<file path="src/rtl/seq_det_pkg.sv">
// Shared defaults and encodings for the sequence detector and its match logger.
package seq_det_pkg;

    localparam int TS_W_DEF  = 16;
    localparam int DEPTH_DEF = 4;
    localparam int CNT_W_DEF = 8;

    // Saturation ceiling of the match counter at its default width.
    localparam logic [CNT_W_DEF-1:0] CNT_SAT = '1;

    typedef enum logic [1:0] {
        DET_IDLE    = 2'd0,
        DET_PARTIAL = 2'd1,
        DET_HIT     = 2'd2
    } det_state_t;

endpackage

</file>
<file path="src/rtl/match_ts_fifo.sv">
// Show-ahead synchronous FIFO holding match timestamps; no write-to-read bypass.
module match_ts_fifo #(
    parameter int W     = 16,
    parameter int DEPTH = 4
) (
    input  logic         clk,
    input  logic         rst,
    input  logic         flush,
    input  logic         push,
    input  logic [W-1:0] din,
    input  logic         pop,
    output logic         full,
    output logic         empty,
    output logic [W-1:0] head
);

    localparam int AW    = $clog2(DEPTH);
    localparam int PTR_W = AW + 1;

    logic [W-1:0]     mem_reg [DEPTH];
    logic [PTR_W-1:0] wr_ptr_reg, wr_ptr_next;
    logic [PTR_W-1:0] rd_ptr_reg, rd_ptr_next;
    logic             do_push;
    logic             do_pop;

    // Extra pointer MSB distinguishes full from empty when the indices coincide.
    assign empty = (wr_ptr_reg == rd_ptr_reg);
    assign full  = (wr_ptr_reg[AW] != rd_ptr_reg[AW]) &&
                   (wr_ptr_reg[AW-1:0] == rd_ptr_reg[AW-1:0]);

    assign do_pop  = pop && !empty;
    assign do_push = push && (!full || do_pop);

    always_comb begin
        wr_ptr_next = wr_ptr_reg;
        rd_ptr_next = rd_ptr_reg;
        if (do_push) wr_ptr_next = wr_ptr_reg + PTR_W'(1);
        if (do_pop)  rd_ptr_next = rd_ptr_reg + PTR_W'(1);
    end

    always_ff @(posedge clk) begin
        if (rst || flush) begin
            wr_ptr_reg <= '0;
            rd_ptr_reg <= '0;
        end else begin
            wr_ptr_reg <= wr_ptr_next;
            rd_ptr_reg <= rd_ptr_next;
        end
    end

    always_ff @(posedge clk) begin
        if (do_push && !rst && !flush) mem_reg[wr_ptr_reg[AW-1:0]] <= din;
    end

    assign head = mem_reg[rd_ptr_reg[AW-1:0]];

endmodule

</file>
<file path="src/rtl/seq_match_logger.sv">
// Timestamps detector match pulses into a FIFO and keeps a saturating match count.
module seq_match_logger
    import seq_det_pkg::*;
#(
    parameter int TS_W  = TS_W_DEF,
    parameter int DEPTH = DEPTH_DEF,
    parameter int CNT_W = CNT_W_DEF
) (
    input  logic             clk,
    input  logic             rst,
    input  logic             match,
    input  logic             en,
    input  logic             clr,
    output logic             ts_valid,
    input  logic             ts_ready,
    output logic [TS_W-1:0]  ts_data,
    output logic [CNT_W-1:0] match_count,
    output logic             overflow
);

    localparam logic [CNT_W-1:0] CNT_MAX = '1;

    logic [TS_W-1:0]  tsc_reg;
    logic [CNT_W-1:0] count_reg, count_next;
    logic             overflow_reg, overflow_next;
    logic             accept;
    logic             pop;
    logic             fifo_full;
    logic             fifo_empty;
    logic [TS_W-1:0]  fifo_head;

    assign accept = match && en && !clr;
    // A pop coinciding with clr is discarded along with the rest of the log.
    assign pop    = ts_valid && ts_ready && !clr;

    always_ff @(posedge clk) begin
        if (rst) tsc_reg <= '0;
        else     tsc_reg <= tsc_reg + TS_W'(1);
    end

    match_ts_fifo #(
        .W     (TS_W),
        .DEPTH (DEPTH)
    ) u_fifo (
        .clk   (clk),
        .rst   (rst),
        .flush (clr),
        .push  (accept),
        .din   (tsc_reg),
        .pop   (pop),
        .full  (fifo_full),
        .empty (fifo_empty),
        .head  (fifo_head)
    );

    always_comb begin
        count_next    = count_reg;
        overflow_next = overflow_reg;
        if (clr) begin
            count_next    = '0;
            overflow_next = 1'b0;
        end else if (accept) begin
            if (count_reg != CNT_MAX) count_next = count_reg + CNT_W'(1);
            // Full with a simultaneous pop frees a slot, so nothing is lost.
            if (fifo_full && !pop) overflow_next = 1'b1;
        end
    end

    always_ff @(posedge clk) begin
        if (rst) begin
            count_reg    <= '0;
            overflow_reg <= 1'b0;
        end else begin
            count_reg    <= count_next;
            overflow_reg <= overflow_next;
        end
    end

    assign ts_valid    = !fifo_empty;
    assign ts_data     = ts_valid ? fifo_head : '0;
    assign match_count = count_reg;
    assign overflow    = overflow_reg;

endmodule

</file>
<file path="config.mk">
export PLATFORM = sky130hd
export DESIGN_NAME = seq_match_logger
export DESIGN_NICKNAME = d
export VERILOG_FILES = /design/src/rtl/seq_det_pkg.sv /design/src/rtl/match_ts_fifo.sv /design/src/rtl/seq_match_logger.sv
export SDC_FILE = /design/constraint.sdc
export NUM_CORES = 1
export LEC_CHECK = 0
export CAP_MARGIN = 15
export CORE_UTILIZATION = 52
export CTS_BUF_LIST = sky130_fd_sc_hd__clkbuf_16
export CTS_CLUSTER_DIAMETER = 50
export CTS_CLUSTER_SIZE = 10
export DETAILED_ROUTE_END_ITERATION = 10
export PLACE_DENSITY = 0.81
export SLEW_MARGIN = 20
export SYNTH_ARGS = -nofsm -noshare
export SYNTH_HDL_FRONTEND = slang
export SYNTH_HIERARCHICAL = 1
export SYNTH_SLANG_ARGS = --single-unit
</file>
<file path="constraint.sdc">
create_clock -name clk -period 2.8 [get_ports clk]
set_input_delay 0.28 -clock clk [delete_from_list [all_inputs] [get_ports clk]]
set_output_delay 0.28 -clock clk [all_outputs]
set_load 0.03 [all_outputs]
</file>
# Word-level counts from Yosys, hierarchy flattened
# Memory sizes are Yosys's and may differ from the RTL's. A register that Yosys moved wholly into a read port is not among the register bits.
# Cells that the tools add are included.
# W data, S select, Z words.
totals:
  ff_bits: 31
  ramBits: 64
  in_bits: 6
  out_inout_bits: 26
  wordCells: 39
  memories: 1
classes:
  add_sub_neg: 4
  n_eq_ne: 4
  muxes: 5
  n_reduce_logical: 20
memory_table:
  columns: ["memory", "depth", "word_bits", "rd", "rd_ports_with_merged_regs", "wr", "line_no", "source"]
  rows:
  - ["u_fifo.mem_reg", 4, 16, 1, 1, 1, "match_ts_fifo.sv:20", "logic [W-1:0] mem_reg [DEPTH];"]
ops:
  columns: ["operator", "n"]
  rows:
  - ["$add A16 B1 Y16 const B", 1]
  - ["$mux W16", 1]
  - ["$logic_and A1 B1 Y1", 10]
  - ["$add A8 B1 Y8 const B", 1]
  - ["$ne A8 B8 Y1 const B", 1]
  - ["$add A3 B1 Y3 const B", 2]
  - ["$logic_not A1 Y1", 5]
  - ["$mux W2", 2]
  - ["$reduce_and A2 Y1", 2]
  - ["$eq A3 B3 Y1", 1]
  - ["$eq A2 B2 Y1", 1]
  - ["$logic_or A1 B1 Y1", 2]
  - ["$mux W1", 2]
  - ["$reduce_or A2 Y1", 1]
  - ["$ne A1 B1 Y1", 1]

# Logic depth before layout (Yosys ltp)
# Gate-level depths: netlist (run 1).
depth:
  ltp_word: 11
  mapped_depth: 9
  depth_no_buf: 9

# Hierarchy
# Netlist (run 1), hierarchy kept.
by_module_without_submodules:
  columns: ["module", "instances", "cells_each", "area_each_um2", "seq_area_each_um2"]
  rows:
  - ["match_ts_fifo", 1, 147, 2835.2, 2082.0]
  - ["seq_match_logger", 1, 147, 1231.2, 500.5]

# Worst setup path after synthesis (run 1)
# No wires, ideal clock.
synth_timing:
  path_type: "register -> register"
  from: "register u_fifo.wr_ptr_reg[1]"
  to: "memory u_fifo.mem_reg[0][0], enable pin"
  setup_ns: 0.409
  t_arrival_ns: 2.294
  t_required_ns: 2.391
  path_slack_ns: 0.096
  path_stages_with_launch: 9
  path_buffers: 0
  period_less_slack_ns: 2.704
  path_cell_list: "dfxtp_1 -> xnor2_1 -> nand3_1 -> inv_1 -> nor2_1 -> nand2_1 -> inv_1 -> o41ai_2 -> nor3_1"
synth_via:
  elab_chain_len: 11
  word_cells_on_any_way: 14
  cone_classes: "2 x eq/ne; 2 x mux; 10 x reduce/logical"
synth_rtl:
  columns: ["item", "line_no", "source"]
  rows:
  - ["from (decl)", "match_ts_fifo.sv:21", "logic [PTR_W-1:0] wr_ptr_reg, wr_ptr_next;"]
  - ["from (signal assigned)", "match_ts_fifo.sv:46", "wr_ptr_reg <= wr_ptr_next;"]
  - ["$eq A3 B3 Y1", "match_ts_fifo.sv:27", "assign empty = (wr_ptr_reg == rd_ptr_reg);"]
  - ["via fifo_empty", "seq_match_logger.sv:29", "logic fifo_empty;"]
  - ["$logic_not A1 Y1", "seq_match_logger.sv:79", "assign ts_valid = !fifo_empty;"]
  - ["$logic_and A1 B1 Y1 (2 in a row)", "seq_match_logger.sv:34", "assign pop = ts_valid && ts_ready && !clr;"]
  - ["via pop", "seq_match_logger.sv:27", "logic pop;"]
  - ["$logic_and A1 B1 Y1", "match_ts_fifo.sv:31", "assign do_pop = pop && !empty;"]
  - ["$logic_or A1 B1 Y1", "match_ts_fifo.sv:32", "assign do_push = push && (!full || do_pop);"]
  - ["$logic_and A1 B1 Y1", "match_ts_fifo.sv:32", null]
  - ["$logic_and A1 B1 Y1 (2 in a row)", "match_ts_fifo.sv:52", "if (do_push && !rst && !flush) mem_reg[wr_ptr_reg[AW-1:0]] <= din;"]
  - ["$mux W1", "match_ts_fifo.sv:52", null]
  - ["$mux W1 (implied by the code)", "match_ts_fifo.sv:52", null]
  - ["to (decl)", "match_ts_fifo.sv:20", null]
# The timed path passes the listed nets, and every way through them passes these cells.

# Worst setup path in the final report (run 1)
layout_timing:
  from: "register u_fifo.wr_ptr_reg[1]"
  to: "output port ts_data[7]"
layout_via:
  elab_chain_len: 2
layout_rtl:
  columns: ["item", "line_no", "source"]
  rows:
  - ["$eq A3 B3 Y1", "match_ts_fifo.sv:27", null]
  - ["via fifo_empty", "seq_match_logger.sv:29", null]
  - ["$mux W16", "seq_match_logger.sv:80", "assign ts_data = ts_valid ? fifo_head : '0;"]
  - ["to (decl)", "seq_match_logger.sv:16", "output logic [TS_W-1:0] ts_data,"]
# The timed path passes the listed nets, and every way through them passes these cells.

==> impl_metrics.env, run 1 <==
export IMPL_final_setup_viol_count=0
export IMPL_rrSetupSlack_ns=0.29
export IMPL_syn_nets=307
export IMPL_yosysSeqAreaShare_pct=63.5
export IMPL_drc_errors=0
export IMPL_final_area_um2=4880
export IMPL_htreeDepth=3
export IMPL_cap_violations=0
export IMPL_cts_sinks=97
export IMPL_die_area_um2=8180
export IMPL_drtAntennaViolNets=0
export IMPL_worstPathArrival_ns=2.36
export IMPL_slew_headroom_pct=62.6
export IMPL_cts_buffers=9
export IMPL_slew_violations=0
export IMPL_first_pass_iters=4
export IMPL_area_growth_pct=20.1
export IMPL_start_util_pct=54.9
export IMPL_p_leak_nw=1.60
export IMPL_grt_max_degree=21
export IMPL_dp_hpwl_mm=4.74
export IMPL_dpl_instance_area_um2=4550
export IMPL_ff2ff_path_depth=9
export IMPL_grt_usage_pct=19.4
export IMPL_largest_register_ffs=64
export IMPL_fmaxAchievable_ghz=0.379
export IMPL_wire_per_inst_um=16.5
export IMPL_via_per_inst=5.52
export IMPL_final_layout_size_suffix_gt1_share_pct=15.5
export IMPL_synth_edf_count=64
export IMPL_layout_nets=350
export IMPL_min_to="overflow"
export IMPL_synth_ff_latch_count=97
export IMPL_netlist_instances=294
export IMPL_clock_path_buffers=2
export IMPL_rsz0062_at_grt="no"
export IMPL_die_w_um=90.4
export IMPL_place_gp_congestion=0.905
export IMPL_grt_pass1_vias=2362
export IMPL_io_buffers=31
export IMPL_core_area_um2=7410
export IMPL_rows=31
export IMPL_drt_total_wl_mm=7.29
export IMPL_reg2reg_from="u_fifo/wr_ptr_reg[1]"
export IMPL_finalCritPeriodShare_pct=94.1
export IMPL_dp_cells=425
export IMPL_grt_pass1_wl_mm=12.1
export IMPL_rr_endpoint="u_fifo/mem_reg[3][1]"
export IMPL_hold_buffers=0
export IMPL_endpoint_kind="output port"
export IMPL_finalPower_mw=2.94
export IMPL_fin_skew_ns=0.00787
export IMPL_drt_iter0_drc=179
export IMPL_diodes=0
export IMPL_avgSynthCellArea_um2=13.8
export IMPL_power_density_nw_per_um2=601
export IMPL_die_h_um=90.4
export IMPL_startpoint="u_fifo/wr_ptr_reg[1]"
export IMPL_ir_worst_vdd_mv=0.418
export IMPL_hold_path_class="reg -> reg"
export IMPL_hold_viol_final=0
export IMPL_fin_cells=441
export IMPL_synthArstFlopShare_pct=0
export IMPL_path_clk_slew_ns=0.06
export IMPL_cts_resized_gates=0
export IMPL_min_from="overflow"
export IMPL_cts_root_buf="clkbuf_16"
export IMPL_setup_tns_ns=0
export IMPL_synth_cell_types=40
export IMPL_min_path_cells=2
export IMPL_cts_tree="built"
export IMPL_syn_cell_area_um2=4070
export IMPL_synthFlopType="edfxtp_1"
export IMPL_worstSetupStartpointType="register"
export IMPL_dr_total_vias=2435
export IMPL_path_class="reg -> out"
export IMPL_num_io_pins=32
export IMPL_status="complete, no violations"
export IMPL_insertion_delay_ns=0.34
export IMPL_worstPathRequired_ns=2.52
export IMPL_period_minus_slack_ns=2.64
export IMPL_path_max_fanout=17
export IMPL_antenna_found_initial=0
export IMPL_synth_warnings=6
export IMPL_worstMarginPinSlew_ns=0.555
export IMPL_overflow=0
export IMPL_cts_setup_buffers=0
kinds of logic after synthesis:
logic type	count (synthesis)	share of synthesized area, %
DFF	97	63.5
muxes	24	10.8
buffers and inverters	26	2.62
xor gates and xnor gates	19	4.09
and+or+nand+nor	98	12.8
adders and majority gates	7	2.15
AOI/OAI and AO/OA	23	3.97
worst max-delay path, stage by stage (launching register included):
cell	delay [ns]
dfxtp_1	0.38
xnor2_1	0.39
nand3_1	0.17
inv_1	0.13
buf_4	0.25
nor2b_1	0.09
clkdlybuf4s50_1	0.61
cells in the mapped netlist (3+ instances only):
cell type | number | area, um2
xor2_1 | 5 | 43.8
edfxtp_1 | 64 | 1920
dfxtp_1 | 33 | 661
buf_2 | 4 | 20.0
a31oi_1 | 4 | 25.0
or3_1 | 4 | 25.0
mux2i_1 | 8 | 80.1
nor4_2 | 3 | 37.5
clkbuf_1 | 4 | 15.0
mux4_2 | 16 | 360
inv_1 | 17 | 63.8
nor2_1 | 26 | 97.6
nand2_1 | 19 | 71.3
xnor2_1 | 14 | 123
ha_1 | 7 | 87.6
nand3_1 | 7 | 35.0
a21oi_1 | 5 | 25.0
nor3_1 | 10 | 50.1
nor2b_1 | 17 | 106
through the flow:
stage                     hold slack [ns]  util [%]  setup WS [ns]
after floorplan                     0.459         -         0.0965
after global placement              0.485      61.4          0.518
after detailed placement            0.483      61.4          0.340
after CTS                           0.498      65.9          0.171
after global routing                0.515      65.9         0.0475
final                               0.493      65.9          0.164
area by class of cell:
cell class,instances,area [um2]
clock buffer,9,225
clock inverter,7,111
fill,528,2520
inverter,17,63.8
multi-input combinational,171,1390
sequential,97,2580
tap,99,124
timing repair buffer,41,385
worst max path at each step:
stage / end
finish: ts_data[7]
detailed placement: u_fifo/mem_reg[3][9]
global placement: u_fifo/mem_reg[3][7]
CTS: ts_data[0]
global route: ts_data[7]
floorplan: u_fifo/mem_reg[0][0]
metal layers:
| metal | track usage (%) | share of wire (%) |
|---|---|---|
| met5 | 0 | 0 |
| met4 | 9.27 | 1.8 |
| met3 | 3.28 | 5.3 |
| met2 | 31.0 | 50 |
| met1 | 26.0 | 43 |
report_power, final:
group | internal [mW] | switching [mW] | leakage, nW
Sequential | 1.52 | 0.00934 | 0.858
Combinational | 0.0279 | 0.0364 | 0.575
Clock | 0.799 | 0.546 | 0.163
layout by cell type, fill, tap and decap left out, drive strengths merged, types with 5 or more instances in the layout:
cell type and n:
xnor2 14, nand2 19, dfxtp 33, mux2i 8, edfxtp 64, nand3 9, clkbuf 9, inv 19
a21oi 5, nor3 10, xor2 5, nor2b 17, buf 10, clkdlybuf4s50 31, ha 7, nor2 26
mux4 16
Power figures use the tool's default switching activity.
==> run 2, diff against run 1 <==
CORE_MARGIN = 10   (was default)
CORE_UTILIZATION = 57   (was 52)
GPL_ROUTABILITY_DRIVEN = 0   (was default)
PLACE_DENSITY = 0.84   (was 0.81)
clock period = 2.7 ns   (was 2.8 ns; I/O delays follow)
==> impl_metrics.env, run 2 (synthesis gave the netlist of run 1 again) <==
export IMPL_diodes=0
export IMPL_io_buffers=31
export IMPL_wl_met3_um=341
export IMPL_endpoint_kind="output port"
export IMPL_die_w_um=104
export IMPL_area_growth_pct=20.4
export IMPL_rsz0062_at_grt="no"
export IMPL_hold_viol_final=0
export IMPL_path_max_fanout=16
export IMPL_antenna_found_initial=0
export IMPL_fin_cells=444
export IMPL_finalPower_mw=2.87
export IMPL_rrSetupSlack_ns=0.35
export IMPL_insertion_delay_ns=0.34
export IMPL_start_util_pct=59.2
export IMPL_grt_pass1_wl_mm=12.6
export IMPL_cts_tree="built"
export IMPL_cts_setup_buffers=0
export IMPL_status="complete, no violations"
export IMPL_htreeDepth=3
export IMPL_period_minus_slack_ns=2.52
export IMPL_final_cell_mix="64 x edfxtp_1, 33 x dfxtp_1, 31 x clkdlybuf4s50_1"
export IMPL_ff2ff_path_depth=9
export IMPL_dr_total_vias=2539
export IMPL_hold_path_class="reg -> reg"
export IMPL_drt_total_wl_mm=7.73
export IMPL_rr_endpoint="u_fifo/mem_reg[1][3]"
export IMPL_drc_errors=0
export IMPL_worstPathArrival_ns=2.25
export IMPL_ir_worst_vdd_mv=0.408
export IMPL_clock_path_buffers=2
export IMPL_core_area_um2=6870
export IMPL_fmaxAchievable_ghz=0.396
export IMPL_grt_usage_pct=14.4
export IMPL_dpl_instance_area_um2=4600
export IMPL_via_per_inst=5.72
export IMPL_path_clk_slew_ns=0.07
export IMPL_final_area_um2=4900
export IMPL_rows=30
export IMPL_cts_root_buf="clkbuf_16"
export IMPL_die_area_um2=10900
export IMPL_slew_violations=0
export IMPL_final_layout_size_suffix_gt1_share_pct=17.2
export IMPL_finalCritPeriodShare_pct=93.5
export IMPL_largest_register_ffs=64
export IMPL_dp_hpwl_mm=5.29
export IMPL_top_layer_used="met4"
export IMPL_first_pass_iters=4
export IMPL_cap_violations=0
export IMPL_reg2reg_from="u_fifo/wr_ptr_reg[1]"
export IMPL_layout_nets=356
export IMPL_drtAntennaViolNets=0
export IMPL_layout_commonest_cell="edfxtp_1"
export IMPL_cts_sinks=97
export IMPL_final_core_utilization_pct=71.3
export IMPL_dp_cells=428
export IMPL_power_density_nw_per_um2=585
export IMPL_drt_iter0_drc=156
export IMPL_worstPathRequired_ns=2.43
export IMPL_grt_pass1_vias=2529
export IMPL_worstSetupStartpointType="register"
export IMPL_wire_per_inst_um=17.4
export IMPL_slew_headroom_pct=43.8
export IMPL_num_io_pins=32
export IMPL_dr_wl_met2_mm=3.93
export IMPL_path_class="reg -> out"
export IMPL_fin_skew_ns=0.00892
export IMPL_cts_buffers=9
export IMPL_final_setup_viol_count=0
export IMPL_worstMarginPinSlew_ns=0.840
export IMPL_grt_max_degree=21
export IMPL_overflow=0
export IMPL_p_leak_nw=1.62
export IMPL_die_h_um=104
export IMPL_cp_endpoint="ts_data[8]"
export IMPL_wl_met1_mm=3.34
==> run 2: cell types whose count changed in the layout (fill, tap and decap cells not counted), moves of 2 or more <==
cell,before,now
buf_4,10,16
bufinv_16,2,0
clkinvlp_4,0,3
inv_8,0,2
nor3_2,3,1
nor3_4,0,2
==> run 2: metrics by stage <==
stage	worst slack (ns)	hold slack [ns]	TNS [ns]
global placement	0.0829	0.465	0
finish	0.175	0.490	0
global route	0.0835	0.531	0
detailed placement	0.333	0.458	0
floorplan	-0.00354	0.449	-0.168
CTS	0.130	0.485	0
==> run 2: area by class of cell <==
cell class	count	area (um2)
Inverter	17	63.8
Clock buffer	9	225
Multi-Input combinational cell	171	1410
Clock inverter	7	62.6
Timing Repair Buffer	47	430
Sequential cell	97	2580
Tap cell	96	120
Fill cell	438	1970
==> run 2: report_power, final <==
part	total (mW)	internal, mW	switching (mW)	leakage (nW)
logic	0.0746	0.0331	0.0415	0.626
clock network	1.21	0.642	0.564	0.132
registers	1.59	1.57	0.0111	0.858
total	2.87	2.25	0.617	1.62
==> run 2: worst min path at each step <==
stage / start / end / slack (ns) / cells after the start
finish: overflow / overflow / 0.49 / 2
global route: tsc_reg[15] / u_fifo/mem_reg[1][15] / 0.53 / 0
CTS: overflow / overflow / 0.49 / 2
detailed placement: overflow / overflow / 0.46 / 2
global placement: overflow / overflow / 0.47 / 2
floorplan: clr / u_fifo/wr_ptr_reg[2] / 0.45 / 2
==> run 2: critical path, stage by stage, from the launching register on <==
cell and delay (ns):
dfxtp_1 0.31, buf_4 0.29, mux4_2 0.56, nor2b_1 0.15, clkdlybuf4s50_1 0.60
==> run 2: routing by layer <==
metal / GRT usage (%) / vias up
li1: - / 1189
met1: 17.2 / 1287
met2: 24.0 / 51
met3: 3.72 / 12
met4: 5.67 / 0
met5: 0 / -
==> run 2: timing repair <==
action | CTS | global route
setup endpoints to repair | 0 | 6
resized for setup | 0 | 1
hold buffers | 0 | 0
